==> src/rtl/alu_operand_driver_pkg.sv <==
// Shared types and constants for the ALU operand driver.
package alu_operand_driver_pkg;

    localparam int DEFAULT_WIDTH = 4;

    typedef enum logic [2:0] {
        ST_EDIT_A = 3'd0,
        ST_EDIT_B = 3'd1,
        ST_ISSUE  = 3'd2,
        ST_SETTLE = 3'd3,
        ST_DONE   = 3'd4
    } state_t;

    localparam logic [1:0] OP_AND = 2'd0;
    localparam logic [1:0] OP_OR  = 2'd1;
    localparam logic [1:0] OP_ADD = 2'd2;
    localparam logic [1:0] OP_SUB = 2'd3;

    // Bits needed to hold SETTLE_CYCLES-1, never less than one.
    function automatic int cnt_width(input int cycles);
        return (cycles > 1) ? $clog2(cycles) : 1;
    endfunction

endpackage

==> src/rtl/alu_operand_driver_if.sv <==
// User buttons, ALU connection and result/display bus of the operand driver.
interface alu_operand_driver_if #(
    parameter int WIDTH = 4
);
    logic             inc;
    logic             next;
    logic             ack;
    logic [1:0]       op_sel;
    logic [WIDTH-1:0] alu_res;
    logic [WIDTH-1:0] alu_a;
    logic [WIDTH-1:0] alu_b;
    logic [1:0]       alu_op;
    logic [2:0]       state_o;
    logic [WIDTH-1:0] result;
    logic             res_valid;

    modport master (
        output inc, next, ack, op_sel, alu_res,
        input  alu_a, alu_b, alu_op, state_o, result, res_valid
    );

    modport slave (
        input  inc, next, ack, op_sel, alu_res,
        output alu_a, alu_b, alu_op, state_o, result, res_valid
    );
endinterface

==> src/rtl/alu_operand_driver_settle_counter.sv <==
// Loadable down-counter timing how long operands settle before sampling.
module alu_operand_driver_settle_counter #(
    parameter int CNT_W = 1
) (
    input  logic             clk,
    input  logic             rst_n,
    input  logic             load,
    input  logic [CNT_W-1:0] load_val,
    input  logic             dec,
    output logic             zero
);
    logic [CNT_W-1:0] count_q;

    // Load takes priority; decrement stops at zero so the count never wraps.
    always_ff @(posedge clk) begin
        if (!rst_n) begin
            count_q <= '0;
        end else if (load) begin
            count_q <= load_val;
        end else if (dec && (count_q != '0)) begin
            count_q <= count_q - 1'b1;
        end
    end

    assign zero = (count_q == '0);
endmodule

==> src/rtl/alu_operand_driver.sv <==
// Operand entry, opcode issue and result capture for a combinational ALU.
//
//  state     | meaning
//  ----------+-----------------------------------------------
//  EDIT_A    | inc bumps operand A, next moves to EDIT_B
//  EDIT_B    | inc bumps operand B, next starts a compute
//  ISSUE     | latch opcode, load settle timer (one cycle)
//  SETTLE    | hold operands until timer reaches zero, then capture
//  DONE      | result valid, wait for ack to return to EDIT_A
//  5..7      | illegal, recover to EDIT_A with outputs untouched
module alu_operand_driver
    import alu_operand_driver_pkg::*;
#(
    parameter int WIDTH         = DEFAULT_WIDTH,
    parameter int SETTLE_CYCLES = 2
) (
    input  logic                 clk,
    input  logic                 rst_n,
    alu_operand_driver_if.slave  bus
);
    localparam int CNT_W = cnt_width(SETTLE_CYCLES);

    state_t state_q;
    state_t state_d;

    logic inc_a;
    logic inc_b;
    logic load_op;
    logic load_cnt;
    logic dec_cnt;
    logic capture;
    logic clear_valid;
    logic cnt_zero;

    logic [WIDTH-1:0] alu_a_q;
    logic [WIDTH-1:0] alu_b_q;
    logic [1:0]       alu_op_q;
    logic [WIDTH-1:0] result_q;
    logic             res_valid_q;

    // State register.
    always_ff @(posedge clk) begin
        if (!rst_n) begin
            state_q <= ST_EDIT_A;
        end else begin
            state_q <= state_d;
        end
    end

    // Next-state decode.
    always_comb begin
        state_d = state_q;
        case (state_q)
            ST_EDIT_A: if (bus.next) state_d = ST_EDIT_B;
            ST_EDIT_B: if (bus.next) state_d = ST_ISSUE;
            ST_ISSUE:  state_d = ST_SETTLE;
            ST_SETTLE: if (cnt_zero) state_d = ST_DONE;
            ST_DONE:   if (bus.ack)  state_d = ST_EDIT_A;
            default:   state_d = ST_EDIT_A;
        endcase
    end

    // Per-state datapath strobes; illegal states assert none.
    always_comb begin
        inc_a       = 1'b0;
        inc_b       = 1'b0;
        load_op     = 1'b0;
        load_cnt    = 1'b0;
        dec_cnt     = 1'b0;
        capture     = 1'b0;
        clear_valid = 1'b0;
        case (state_q)
            ST_EDIT_A: inc_a = bus.inc;
            ST_EDIT_B: inc_b = bus.inc;
            ST_ISSUE: begin
                load_op  = 1'b1;
                load_cnt = 1'b1;
            end
            ST_SETTLE: begin
                if (cnt_zero) begin
                    capture = 1'b1;
                end else begin
                    dec_cnt = 1'b1;
                end
            end
            ST_DONE:   clear_valid = bus.ack;
            default: ;
        endcase
    end

    // Operand, opcode and result registers; operands survive an ack.
    always_ff @(posedge clk) begin
        if (!rst_n) begin
            alu_a_q     <= '0;
            alu_b_q     <= '0;
            alu_op_q    <= '0;
            result_q    <= '0;
            res_valid_q <= 1'b0;
        end else begin
            if (inc_a)   alu_a_q  <= alu_a_q + 1'b1;
            if (inc_b)   alu_b_q  <= alu_b_q + 1'b1;
            if (load_op) alu_op_q <= bus.op_sel;
            if (capture) begin
                result_q    <= bus.alu_res;
                res_valid_q <= 1'b1;
            end else if (clear_valid) begin
                res_valid_q <= 1'b0;
            end
        end
    end

    alu_operand_driver_settle_counter #(
        .CNT_W (CNT_W)
    ) u_settle_counter (
        .clk      (clk),
        .rst_n    (rst_n),
        .load     (load_cnt),
        .load_val (CNT_W'(SETTLE_CYCLES - 1)),
        .dec      (dec_cnt),
        .zero     (cnt_zero)
    );

    assign bus.alu_a     = alu_a_q;
    assign bus.alu_b     = alu_b_q;
    assign bus.alu_op    = alu_op_q;
    assign bus.state_o   = state_q;
    assign bus.result    = result_q;
    assign bus.res_valid = res_valid_q;
endmodule

==> src/flat_wrapper.sv <==
// flat-port wrapper written by rule: the top's interface ports become plain ports
module alu_operand_driver_flat import alu_operand_driver_pkg::*;
#(
    parameter int WIDTH         = DEFAULT_WIDTH,
    parameter int SETTLE_CYCLES = 2
)
  (clk, rst_n, bus_inc, bus_next, bus_ack, bus_op_sel, bus_alu_res, bus_alu_a, bus_alu_b, bus_alu_op, bus_state_o, bus_result, bus_res_valid);
  alu_operand_driver_if #(.WIDTH(WIDTH)) bus_i ();
  input  logic clk;
  input  logic rst_n;
  input wire logic [$bits(bus_i.inc)-1:0] bus_inc;
  input wire logic [$bits(bus_i.next)-1:0] bus_next;
  input wire logic [$bits(bus_i.ack)-1:0] bus_ack;
  input wire logic [$bits(bus_i.op_sel)-1:0] bus_op_sel;
  input wire logic [$bits(bus_i.alu_res)-1:0] bus_alu_res;
  output wire logic [$bits(bus_i.alu_a)-1:0] bus_alu_a;
  output wire logic [$bits(bus_i.alu_b)-1:0] bus_alu_b;
  output wire logic [$bits(bus_i.alu_op)-1:0] bus_alu_op;
  output wire logic [$bits(bus_i.state_o)-1:0] bus_state_o;
  output wire logic [$bits(bus_i.result)-1:0] bus_result;
  output wire logic [$bits(bus_i.res_valid)-1:0] bus_res_valid;
  assign bus_i.inc = bus_inc;
  assign bus_i.next = bus_next;
  assign bus_i.ack = bus_ack;
  assign bus_i.op_sel = bus_op_sel;
  assign bus_i.alu_res = bus_alu_res;
  assign bus_alu_a = bus_i.alu_a;
  assign bus_alu_b = bus_i.alu_b;
  assign bus_alu_op = bus_i.alu_op;
  assign bus_state_o = bus_i.state_o;
  assign bus_result = bus_i.result;
  assign bus_res_valid = bus_i.res_valid;
  alu_operand_driver #(.WIDTH(WIDTH), .SETTLE_CYCLES(SETTLE_CYCLES)) u_core (.clk(clk), .rst_n(rst_n), .bus(bus_i));
endmodule
==> config.mk <==
export PLATFORM = sky130hd
export DESIGN_NAME = alu_operand_driver_flat
export DESIGN_NICKNAME = d
export VERILOG_FILES = /design/src/rtl/alu_operand_driver_pkg.sv /design/src/rtl/alu_operand_driver_if.sv /design/src/rtl/alu_operand_driver_settle_counter.sv /design/src/rtl/alu_operand_driver.sv /design/src/flat_wrapper.sv
export SDC_FILE = /design/constraint.sdc
export NUM_CORES = 1
export LEC_CHECK = 0
export BUFFER_PORTS_ARGS = -buffer_cell sky130_fd_sc_hd__buf_2
export CORE_MARGIN = 5
export CORE_UTILIZATION = 30
export DETAILED_ROUTE_END_ITERATION = 8
export PLACE_DENSITY = 0.56
export SYNTH_ARGS = -nofsm -noshare
export SYNTH_HDL_FRONTEND = slang
export SYNTH_HIERARCHICAL = 1
export SYNTH_SLANG_ARGS = --single-unit
export TNS_END_PERCENT = 100
==> constraint.sdc <==
create_clock -name clk -period 1.45 [get_ports clk]
set_input_delay 0.0725 -clock clk [delete_from_list [all_inputs] [get_ports clk]]
set_output_delay 0.0725 -clock clk [all_outputs]
set_load 0.03 [all_outputs]
# Yosys cells after proc, flatten, opt, wreduce, memory -nomap -nowiden

Cells that the tools add are included.

Register bits after elaboration: 19
Output and inout port bits: 18
Logic and storage cells: 40

Equality and inequality tests: 8
Add/subtract/negate cells: 3
Multiplexer cells: 17
Reductions and logical operators: 5

Operators by type and width:

| cell                | count |
|---|---|
| $pmux 3 s5          | 1 |
| $mux 1              | 12 |
| $mux 3              | 4 |
| $add 4x1->4 const B | 2 |
| $ne 2x2->1 const B  | 4 |
| $eq 3x2->1 const B  | 2 |
| $reduce_and 4->1    | 1 |
| $reduce_bool 2->1   | 2 |
| $eq 3x1->1 const B  | 1 |
| $eq 3x3->1 const B  | 1 |
| $logic_not 3->1     | 1 |
| $logic_and 1x1->1   | 1 |
| $sub 1x1->1 const B | 1 |

# Depth between registers and ports, before layout

Gate-level depths: netlist of run 1.

Word-level depth: 5
Depth in mapped cells: 5
Mapped depth without buffers: 4

# Cells and area by module

The synthesis of run 1 kept the hierarchy.

By module, submodules not included:

| module                            | cells each | seq. area each (um^2) | area an instance (um^2) | times used |
|---|---|---|---|---|
| alu_operand_driver                | 90         | 360.3                 | 840.8                   | 1 |
| alu_operand_driver_settle_counter | 5          | 20.0                  | 48.8                    | 1 |

# Worst setup path before layout of run 1

No wires, ideal clock.

Path kind: register to register
From: register u_core.state_q[2] (netlist: u_core/bus.state_o[2])
To: register u_core.state_q[2] (netlist: u_core/bus.state_o[2])
Cell stages (with the launch flop): 4
Setup slack: -0.110 ns
Data required time: 1.347 ns
Library setup time: 0.103 ns
Clock period less this slack: 1.560 ns
Arrival: 1.456 ns
Cell sequence: dfxtp_1 buf_6 or4b_1 a2111oi_2

Longest elaborated chain between the ends: 3

Ends and longest elaborated chain:

| what                               | RTL line                 | text |
|---|---|---|
| from (decl)                        | alu_operand_driver.sv:23 | `state_t state_q;` |
| from (signal assigned)             | alu_operand_driver.sv:46 | `state_q <= state_d;` |
| $eq 3x2->1 (tied with other cells) | alu_operand_driver.sv:53 | `case (state_q)` |
| $ne 2x2->1 (no source line)        | n/a                      |  |
| $reduce_and 4->1 (no source line)  | n/a                      |  |

Parallel ways exist; a longest one is shown, timed or not.
A chain may end at the register's enable or synchronous reset.

# Worst setup path after layout of run 1

From: register u_core.state_q[0] (netlist: u_core/bus.state_o[0])
To: register u_core.alu_a_q[3] (netlist: u_core/bus.alu_a[3])

Longest elaborated chain between the ends: 2

Ends and longest elaborated chain:

| what                 | RTL line                  | text |
|---|---|---|
| $logic_not 3->1      | alu_operand_driver.sv:72  | `case (state_q)` |
| $mux 1               | alu_operand_driver.sv:72  |  |
| to (signal assigned) | alu_operand_driver.sv:100 | `if (inc_a) alu_a_q <= alu_a_q + 1'b1;` |
| to (decl)            | alu_operand_driver.sv:35  | `logic [WIDTH-1:0] alu_a_q;` |

No other way between the ends.

==> key figures, run 1 <==
Setup path
  • Worst path required time: 1.64 ns
  • CP Cell Sequence: buf_4 > nor4b_4 > nand4_1 > mux2i_1
  • Max incr delay on CP: 0.41 ns
  • CP Capture Type: flip-flop
  • Worst Reg-to-Reg Cells: 4
  • Worst R2R Start: u_core/bus.state_o[0]$_SDFFE_PN0P_
  • Critical path startpoint category: flip-flop
  • CP startpoint: u_core/bus.state_o[0]$_SDFFE_PN0P_
  • Max FO, Critical Path: 11
  • Slowest CP cell: nor4b_4
  • R2R Setup Slk: 0.12 ns
  • Reg2reg end: u_core/bus.alu_a[3]$_SDFFE_PN0P_
  • Critical path data arrival time: 1.52 ns
  • Worst Setup Path Type: reg -> reg
  • CP Capture Point: u_core/bus.alu_a[3]$_SDFFE_PN0P_

Run status
  • Outcome: complete, no violations

CTS
  • Clk sinks: 19
  • H-tree depth: 1
  • Root buffer cell: clkbuf_4
  • TritonCTS clock tree: yes
  • Setup bufs post-CTS: 0
  • Worst skew pair latency: 0.29 ns
  • Worst-path clk slew: 0.11 ns
  • Clk buf depth: 2
  • Cts bufs inserted: 3

Logic synthesis
  • #FFs+latches synth: 19
  • Syn nets: 108
  • Ys async rst share: 0
  • Synth warnings: 6
  • EDFF count, synth: 0
  • Mean Syn Cell Area: 9.36 sq um
  • Netlist area before placement: 890 sq um
  • Count leader, synth: dfxtp_1
  • Commonest cells in the synthesized netlist: dfxtp_1 (19), nand2_1 (13), mux2i_1 (8)
  • Largest area contributor in the netlist: dfxtp_1
  • Ys flop type: dfxtp_1
  • Seq/Total Area, Yosys: 0.428
  • Synth cell types: 29
  • Syn Inst Count: 95
  • Top-area cell type share of the netlist area: 0.428
  • Top cells by area, synth: dfxtp_1 (43%), mux2i_1 (9.0%), nand2_1 (5.5%), nand2b_1 (3.5%), ha_1 (2.8%)

Die
  • Die X: 64.5 um
  • Num rows: 19
  • # IOs: 29
  • Initial Util: 0.317
  • Total core area: 2810 sq um
  • Die Area: 4150 sq um
  • Die height: 64.5 um

Flow run
  • Max cap viols: 0

Power and ir drop
  • Comb power frac: 0.197
  • P_int: 0.730 mW
  • Clk pwr share: 0.259
  • P_sw: 0.300 mW
  • PD cells: 902 nW/um^2
  • Leakage power: 0.542 nW
  • Worst VDD drop: 0.000262 V
  • Total Power: 1.03 mW
  • Seq pwr share: 0.544
  • Switching share of total power: 0.291

Detailed routing
  • Vias per cell: 4.65
  • DR pass1 iterations: 4
  • Initial DRC count: 37
  • Post-route ant nets: 0
  • Via count: 744
  • WL final: 1910 um
  • DRC viols: 0
  • Avg WL per Cell: 11.9 um

GRT
  • GRT Total Usage: 0.0959
  • First-pass GRT wire length: 3190 um
  • Largest net degree at the start of global routing: 17
  • Via count of the first global-routing pass: 722
  • GRT Residual Overflow: 0
  • Initial antenna violation count: 0

Timing
  • Fmax: 0.752 GHz
  • Slew Limit Fails: 0
  • TNS Setup: 0 ns
  • Clock skew: 0.00563 ns
  • Final period utilization: 0.917
  • Fin crit period: 1.33 ns
  • RSZ-0062 raised after global routing: no
  • Setup-failing EPs final: 0
  • Final Hold Viols: 0
  • Min Hold Slack: 0.0203 ns

Placed design
  • GPL Wtd Cong: 0.716
  • Hpwl dp: 1450 um
  • # port buffers: 28

Layout
  • Area delta synth->final: 28.4%
  • Fillers: 289
  • Nets: 143
  • Number of diodes: 0
  • Share of cells above drive strength 1: 0.341

Min path
  • Worst hold path class: in -> reg
-- critical path: cells and delay by family (launching register included) --
kind | cells | cell delay (ns)
buf+inv | 1 | 0.17
flops | 1 | 0.34
mux | 1 | 0.14
simple gates | 2 | 0.57
-- layout by cell type, fill, tap and decap left out --
cell,instances
nor3_1,3
clkinv_2,1
nand3_1,5
nor2b_1,1
and4bb_2,1
clkbuf_4,3
mux2i_1,8
nand4_1,2
and3b_1,1
nor2_1,6
conb_1,1
inv_1,3
dfxtp_1,17
o41ai_2,1
buf_4,4
mux2_2,1
nor3b_4,1
o21ai_0,4
dfxtp_2,2
nand2_1,13
or4b_1,1
nand3b_1,2
dlygate4sd3_1,4
xnor2_1,2
buf_2,28
nand2b_1,5
a21oi_1,3
a211oi_1,1
a2111oi_2,1
and4b_1,1
nor4b_4,1
ha_1,2
-- state kept, by name, summed over array words and instances (netlist names) --
signal                           cells
u_core/bus.alu_a                     4
u_core/bus.res_valid                 1
u_core/bus.result                    4
u_core/bus.alu_op                    2
u_core/bus.state_o                   3
u_core/bus.alu_b                     4
u_core/u_settle_counter/count_q      1
-- metrics by stage --
| stage | instances | utilization | area, sq um | setup WS [ns] |
|---|---|---|---|---|
| after floorplan | 95 | - | 898 | -0.00817 |
| after global placement | 152 | 0.383 | 1070 | 0.176 |
| after detailed placement | 152 | 0.383 | 1070 | 0.146 |
| after CTS | 160 | 0.407 | 1140 | 0.123 |
| after global routing | 160 | 0.407 | 1140 | 0.0539 |
| final | 160 | 0.407 | 1140 | 0.120 |
-- what timing repair did --
action,4_1_cts,5_1_grt
endpoints found under the hold margin,4,0
hold buffers,4,0
resized for setup,0,0
-- power groups by stage --
stage | combinational (mW) | sequential, mW | clock (mW)
after detailed placement | 0.197 | 0.573 | 0
after CTS | 0.205 | 0.561 | 0.289
after global routing | 0.223 | 0.565 | 0.308
final | 0.203 | 0.561 | 0.267
after global placement | 0.192 | 0.571 | 0
after floorplan | 0.0972 | 0.613 | 0
-- how the worst min path moves through the flow --
stage                               from                                end  slack [ns]  cells after the start
after CTS                  bus_op_sel[1]  u_core/bus.alu_op[1]$_SDFFE_PN0N_       0.005                      3
after floorplan           bus_alu_res[0]  u_core/bus.result[0]$_SDFFE_PN0P_        0.20                      2
after detailed placement  bus_alu_res[3]  u_core/bus.result[3]$_SDFFE_PN0P_        0.31                      3
final                      bus_op_sel[1]  u_core/bus.alu_op[1]$_SDFFE_PN0N_        0.02                      3
after global placement    bus_alu_res[1]  u_core/bus.result[1]$_SDFFE_PN0P_        0.29                      3
after global routing       bus_op_sel[0]  u_core/bus.alu_op[0]$_SDFFE_PN0N_        0.02                      3
-- per-layer routing --
metal  vias up  track usage  wire length [um]
met1       330        0.123               934
met4         0       0.0396                17
li1        393            -                 -
met5         -            0                 0
met3         2       0.0225               109
met2        19        0.155               847
-- final cells by class --
| type | instances | area [sq um] | share of cell area |
|---|---|---|---|
| Tap cell | 31 | 38.8 | 0.0340 |
| Sequential cell | 19 | 383 | 0.335 |
| Clock inverter | 1 | 5.00 | 0.00438 |
| Clock buffer | 3 | 22.5 | 0.0197 |
| Timing Repair Buffer | 36 | 210 | 0.184 |
| Multi-Input combinational cell | 67 | 472 | 0.413 |
| Inverter | 3 | 11.3 | 0.00986 |
-- cell families after synthesis --
kind of cell,Yosys count,synth area share
XOR/XNOR,2,0.0197
flip-flops,19,0.428
buffers and inverters,9,0.0492
adder cells (fa/ha/maj),2,0.0281
AO/OA/AOI/OAI,10,0.0830
multiplexers,9,0.103
AND/OR/NAND/NOR,43,0.285
other,1,0.00422
(Power assumes the default switching activity.)
==> inputs of run 2 (changes only) <==
--- a/config.mk
+++ b/config.mk
@@ -7,9 +7,9 @@
 export LEC_CHECK = 0
 export BUFFER_PORTS_ARGS = -buffer_cell sky130_fd_sc_hd__buf_2
 export CORE_MARGIN = 5
-export CORE_UTILIZATION = 30
+export CORE_UTILIZATION = 45
 export DETAILED_ROUTE_END_ITERATION = 8
-export PLACE_DENSITY = 0.56
+export PLACE_DENSITY = 0.76
 export SYNTH_ARGS = -nofsm -noshare
 export SYNTH_HDL_FRONTEND = slang
 export SYNTH_HIERARCHICAL = 1
==> key figures, run 2 (synthesis gave the netlist of run 1 again) <==
Timing
  • Slew Limit Fails: 0 (unchanged)
  • Setup-failing EPs final: 0 (unchanged)
  • RSZ-0062 raised after global routing: no
  • TNS Setup: 0 ns (unchanged)
  • Final period utilization: 0.954 (+0.0361)
  • Clock skew: 0.00773 ns (+0.00210 ns)
  • Min Hold Slack: 0.0211 ns (+0.000816 ns)
  • Fin crit period: 1.38 ns (+0.0524 ns)
  • Final Hold Viols: 0 (unchanged)
  • Fmax: 0.723 GHz (-3.8%)

Layout
  • Nets: 143 (unchanged)
  • Fillers: 183 (-37%)
  • Area delta synth->final: 27.8%
  • Share of cells above drive strength 1: 0.341 (unchanged)
  • Most common cell after layout, fill and taps aside: buf_2
  • Post-route cell area: 1140 sq um (-0.44%)
  • Most frequent cells in the layout: buf_2 (28), dfxtp_1 (17), nand2_1 (13)
  • Post-Layout Cell Count: 156 (-2.5%)
  • Number of diodes: 0 (unchanged)

CTS
  • H-tree depth: 1 (unchanged)
  • Worst skew pair latency: 0.30 ns (about the same)
  • Clk buf depth: 2 (unchanged)
  • Root buffer cell: clkbuf_4
  • Cts bufs inserted: 3 (unchanged)
  • Clk sinks: 19 (unchanged)
  • Worst-path clk slew: 0.11 ns (about the same)
  • TritonCTS clock tree: yes

Detailed routing
  • WL final: 1920 um (+0.58%)
  • Vias per cell: 4.87 (+4.6%)
  • Via count: 759 (+2.0%)
  • Post-route ant nets: 0 (unchanged)
  • DR pass1 iterations: 4 (unchanged)
  • DRC viols: 0 (unchanged)
  • Avg WL per Cell: 12.3 um (+3.2%)
  • Initial DRC count: 7 (-81%)

GRT
  • GRT Total Usage: 0.151 (+0.0548)
  • First-pass GRT wire length: 3170 um (-0.41%)
  • Initial antenna violation count: 0 (unchanged)
  • Via count of the first global-routing pass: 744 (+3.0%)
  • GRT Residual Overflow: 0 (unchanged)
  • Largest net degree at the start of global routing: 21 (+4)

Setup path
  • Slowest CP cell: or4b_1
  • Worst path required time: 1.65 ns (about the same)
  • Critical path startpoint category: flip-flop
  • CP Cell Sequence: or4b_1 > a2111oi_2
  • Max incr delay on CP: 0.54 ns (+0.13 ns)
  • Worst Setup Path Type: reg -> reg
  • R2R Setup Slk: 0.07 ns (-0.05 ns)
  • CP Capture Type: flip-flop
  • Largest delay share family, worst path: simple AND/OR/NAND/NOR gates
  • Bufs and invs on worst path: 0 (-1)
  • Critical path data arrival time: 1.58 ns (+0.06 ns)
  • Max FO, Critical Path: 9 (-2)

Placed design
  • # port buffers: 28 (unchanged)
  • GPL Wtd Cong: 0.736 (+2.8%)
  • Hpwl dp: 1420 um (-2.0%)
  • Placed cells: 148 (-2.6%)
  • Post-DP Area: 1070 sq um (-0.47%)

Power and ir drop
  • Clk pwr share: 0.259 (about the same)
  • P_int: 0.732 mW (+0.25%)
  • Worst VDD drop: 0.000592 V (+130%)
  • PD cells: 911 nW/um^2 (+0.96%)
  • P_sw: 0.304 mW (+1.2%)
  • Leakage power: 0.543 nW (about the same)
  • Switching share of total power: 0.293 (+0.00185)
  • Seq pwr share: 0.544 (about the same)
  • Comb power frac: 0.197 (about the same)

Run status
  • Outcome: complete, no violations

Die
  • Num rows: 16 (-3)
  • Total core area: 1920 sq um (-31%)
  • # IOs: 29 (unchanged)
  • Die X: 54.5 um (-16%)
  • Initial Util: 0.463 (+0.146)
  • Die height: 54.5 um (-16%)
  • Die Area: 2970 sq um (-29%)

Min path
  • Worst hold path class: in -> reg

Flow run
  • Max cap viols: 0 (unchanged)
[run 2: cell counts in the layout (fill, tap and decap cells not counted)]
Identical to the previous run, type by type.
[run 2: timing repair]
| item | 4_1_cts | 5_1_grt |
|---|---|---|
| hold buffers | 4 | 0 |
| resized for setup | 0 | 0 |
| endpoints found under the setup margin | 0 | 1 |
| hold endpoints to repair | 4 | 0 |
| buffers inserted | 0 | 0 |
[run 2: worst paths after layout]
kind,start,endpoint,cells past startpoint
max,u_core/bus.state_o[1]$_SDFFE_PN0P_,u_core/bus.state_o[2]$_SDFFE_PN0P_,2
min,bus_op_sel[0],u_core/bus.alu_op[0]$_SDFFE_PN0N_,3
max reg2reg,u_core/bus.state_o[1]$_SDFFE_PN0P_,u_core/bus.state_o[2]$_SDFFE_PN0P_,2
min reg2reg,u_core/bus.result[3]$_SDFFE_PN0P_,u_core/bus.result[3]$_SDFFE_PN0P_,2
[run 2: cell type report]
| cell class | count | area [sq um] | area share |
|---|---|---|---|
| clock buffers | 3 | 22.5 | 0.0198 |
| well taps | 27 | 33.8 | 0.0297 |
| repair buffers | 36 | 210 | 0.185 |
| flip-flops and latches | 19 | 383 | 0.337 |
| multi-input cells | 67 | 472 | 0.415 |
| clock inverters | 1 | 5.00 | 0.00440 |
| inverters | 3 | 11.3 | 0.00990 |
[run 2: power by group through the flow]
stage / combinational, mW / clock, mW / sequential (mW)
final: 0.204 / 0.268 / 0.564
after global placement: 0.190 / 0 / 0.575
after CTS: 0.205 / 0.277 / 0.564
after floorplan: 0.0972 / 0 / 0.613
after detailed placement: 0.195 / 0 / 0.576
after global routing: 0.223 / 0.299 / 0.568
[run 2: through the flow]
stage	power, mW	setup slack (ns)	util
after floorplan	0.710	-0.00817	-
after global placement	0.764	0.117	0.557
after detailed placement	0.772	0.0783	0.557
after CTS	1.05	0.0654	0.592
after global routing	1.09	0.00350	0.592
final	1.04	0.0674	0.592
[run 2: worst min-delay path, delay by kind of cell]
kind,cells,cell delay (ns)
buf+inv,1,0.08
simple gates,1,0.08
mux,1,0.05
[run 2: routing by layer]
layer,global-route usage,share of wire
met5,0,0
met4,0.0747,0.0063
met3,0.0272,0.049
met2,0.261,0.50
met1,0.177,0.44
==> inputs of run 3 (changes only) <==
--- a/config.mk
+++ b/config.mk
@@ -8,6 +8,7 @@
 export BUFFER_PORTS_ARGS = -buffer_cell sky130_fd_sc_hd__buf_2
 export CORE_MARGIN = 5
 export CORE_UTILIZATION = 45
+export CTS_BUF_LIST = sky130_fd_sc_hd__clkbuf_16
 export DETAILED_ROUTE_END_ITERATION = 8
 export PLACE_DENSITY = 0.76
 export SYNTH_ARGS = -nofsm -noshare
==> key figures, run 3 (synthesis gave the netlist of run 1 again) <==
Setup path
  • Bufs and invs on worst path: 0 (unchanged)
  • Worst Setup Path Type: reg -> reg
  • Max FO, Critical Path: 9 (unchanged)
  • CP Cell Sequence: or4b_1 > a2111oi_2
  • Largest delay share family, worst path: simple AND/OR/NAND/NOR gates
  • Critical path startpoint category: flip-flop
  • Slowest CP cell: or4b_1
  • CP Capture Type: flip-flop
  • Max incr delay on CP: 0.54 ns (about the same)
  • Critical path data arrival time: 1.52 ns (-0.06 ns)
  • Worst path required time: 1.59 ns (-0.06 ns)

Layout
  • Nets: 139 (-2.8%)
  • Area delta synth->final: 29.3%
  • Most common cell after layout, fill and taps aside: buf_2
  • Fillers: 175 (-4.4%)
  • Share of cells above drive strength 1: 0.352 (+0.0109)
  • Number of diodes: 0 (unchanged)
  • Fin util: 0.598 (+0.00651)
  • Multi-input combinational cell area: 472 sq um (unchanged)
  • Post-Layout Cell Count: 152 (-2.6%)
  • Most frequent cells in the layout: buf_2 (28), dfxtp_1 (17), nand2_1 (13)
  • Register cell area after layout: 383 sq um (unchanged)

Timing
  • Min Hold Slack: 0.0444 ns (+0.0233 ns)
  • Fmax: 0.729 GHz (+0.76%)
  • Clock skew: 0.00403 ns (-0.00370 ns)
  • Setup-failing EPs final: 0 (unchanged)
  • Final Hold Viols: 0 (unchanged)
  • Slew Limit Fails: 0 (unchanged)
  • TNS Setup: 0 ns (unchanged)
  • RSZ-0062 raised after global routing: no
  • Fin crit period: 1.37 ns (-0.0104 ns)
  • Final period utilization: 0.946 (-0.00721)

GRT
  • GRT Total Usage: 0.151 (+0.000481)
  • Largest net degree at the start of global routing: 21 (unchanged)
  • GRT Residual Overflow: 0 (unchanged)
  • Initial antenna violation count: 0 (unchanged)
  • First-pass GRT wire length: 3190 um (+0.41%)
  • Via count of the first global-routing pass: 755 (+1.5%)

Placed design
  • Placed cells: 148 (unchanged)
  • GPL Wtd Cong: 0.736 (unchanged)
  • Hpwl dp: 1420 um (unchanged)
  • # port buffers: 28 (unchanged)

CTS
  • Cts bufs inserted: 3 (unchanged)
  • Post-CTS Resized: 0 (unchanged)
  • Worst skew pair latency: 0.25 ns (-0.05 ns)
  • Clk sinks: 19 (unchanged)
  • Clk buf depth: 2 (unchanged)
  • Root buffer cell: clkbuf_16
  • H-tree depth: 1 (unchanged)
  • Setup bufs post-CTS: 0 (unchanged)
  • TritonCTS clock tree: yes
  • Worst-path clk slew: 0.05 ns (-0.06 ns)

Detailed routing
  • WL final: 1920 um (+0.16%)
  • DR pass1 iterations: 4 (unchanged)
  • DRC viols: 0 (unchanged)
  • Avg WL per Cell: 12.7 um (+2.8%)
  • Vias per cell: 4.99 (+2.5%)
  • Initial DRC count: 7 (unchanged)
  • Post-route ant nets: 0 (unchanged)
  • Via count: 758 (-0.13%)

Power and ir drop
  • Clk pwr share: 0.424 (+0.165)
  • PD cells: 1150 nW/um^2 (+26%)
  • Worst VDD drop: 0.000757 V (+28%)
  • Switching share of total power: 0.249 (-0.0444)
  • P_int: 0.993 mW (+36%)
  • Total Power: 1.32 mW (+28%)
  • Seq pwr share: 0.428 (-0.116)
  • P_sw: 0.329 mW (+8.2%)
  • Leakage power: 0.549 nW (+1.2%)
  • Comb power frac: 0.148 (-0.049)

Die
  • Die X: 54.5 um (unchanged)
  • Initial Util: 0.463 (unchanged)
  • Total core area: 1920 sq um (unchanged)
  • Die Area: 2970 sq um (unchanged)
  • # IOs: 29 (unchanged)
  • Die height: 54.5 um (unchanged)
  • Num rows: 16 (unchanged)

Run status
  • Outcome: complete, no violations

Min path
  • Worst hold path class: in -> reg

Flow run
  • Max cap viols: 0 (unchanged)
run 3: cell types whose count changed in the layout (fill, tap and decap cells not counted), sizes merged:
cell / before / now
dlygate4sd3: 4 / 0
run 3: final cells by class:
class / instances / share of cell area
repair buffers: 32 / 0.148
inverters: 3 / 0.00979
clock inverters: 1 / 0.00435
clock buffers: 3 / 0.0653
multi-input cells: 67 / 0.410
well taps: 27 / 0.0294
flip-flops and latches: 19 / 0.333
run 3: path summary, 6_finish.rpt:
kind / cells past startpoint / end / from / slack (ns)
worst min register to register: 2 / u_core/bus.result[3]$_SDFFE_PN0P_ / u_core/bus.result[3]$_SDFFE_PN0P_ / 0.46
worst max register to register: 2 / u_core/bus.state_o[2]$_SDFFE_PN0P_ / u_core/bus.state_o[1]$_SDFFE_PN0P_ / 0.08
worst min-delay path: 3 / u_core/bus.result[3]$_SDFFE_PN0P_ / bus_alu_res[3] / 0.04
worst max-delay path: 2 / u_core/bus.state_o[2]$_SDFFE_PN0P_ / u_core/bus.state_o[1]$_SDFFE_PN0P_ / 0.08
run 3: routing by layer:
metal  vias up  track usage  part of all wire
met5         -            0                 0
met4         0       0.0788            0.0036
met3         2       0.0381             0.061
met2        19        0.257              0.49
met1       349        0.173              0.44
li1        388            -                 -
run 3: per-stage QoR:
step	setup slack (ns)	instance area (sq um)
3_3_place_gp	0.117	1070
3_5_place_dp	0.0783	1070
5_1_grt	0.00128	1150
4_1_cts	0.0734	1150
2_1_floorplan	-0.00817	898
6_report	0.0779	1150
run 3: repair_timing:
action | CTS | global route
hold buffers | 0 | 0
endpoints found under the setup margin | 0 | 1
endpoints found under the hold margin | 0 | 0
run 3: power by group through the flow:
stage / Clock (mW) / Sequential [mW] / Combinational (mW)
floorplan: 0 / 0.613 / 0.0972
global placement: 0 / 0.575 / 0.190
detailed placement: 0 / 0.576 / 0.195
CTS: 0.573 / 0.565 / 0.197
global route: 0.591 / 0.568 / 0.215
finish: 0.561 / 0.565 / 0.196
run 3: worst min-delay path, cell delays in order:
cell and delay [ns]:
buf_2 0.07, nand3_1 0.05, o21ai_0 0.06
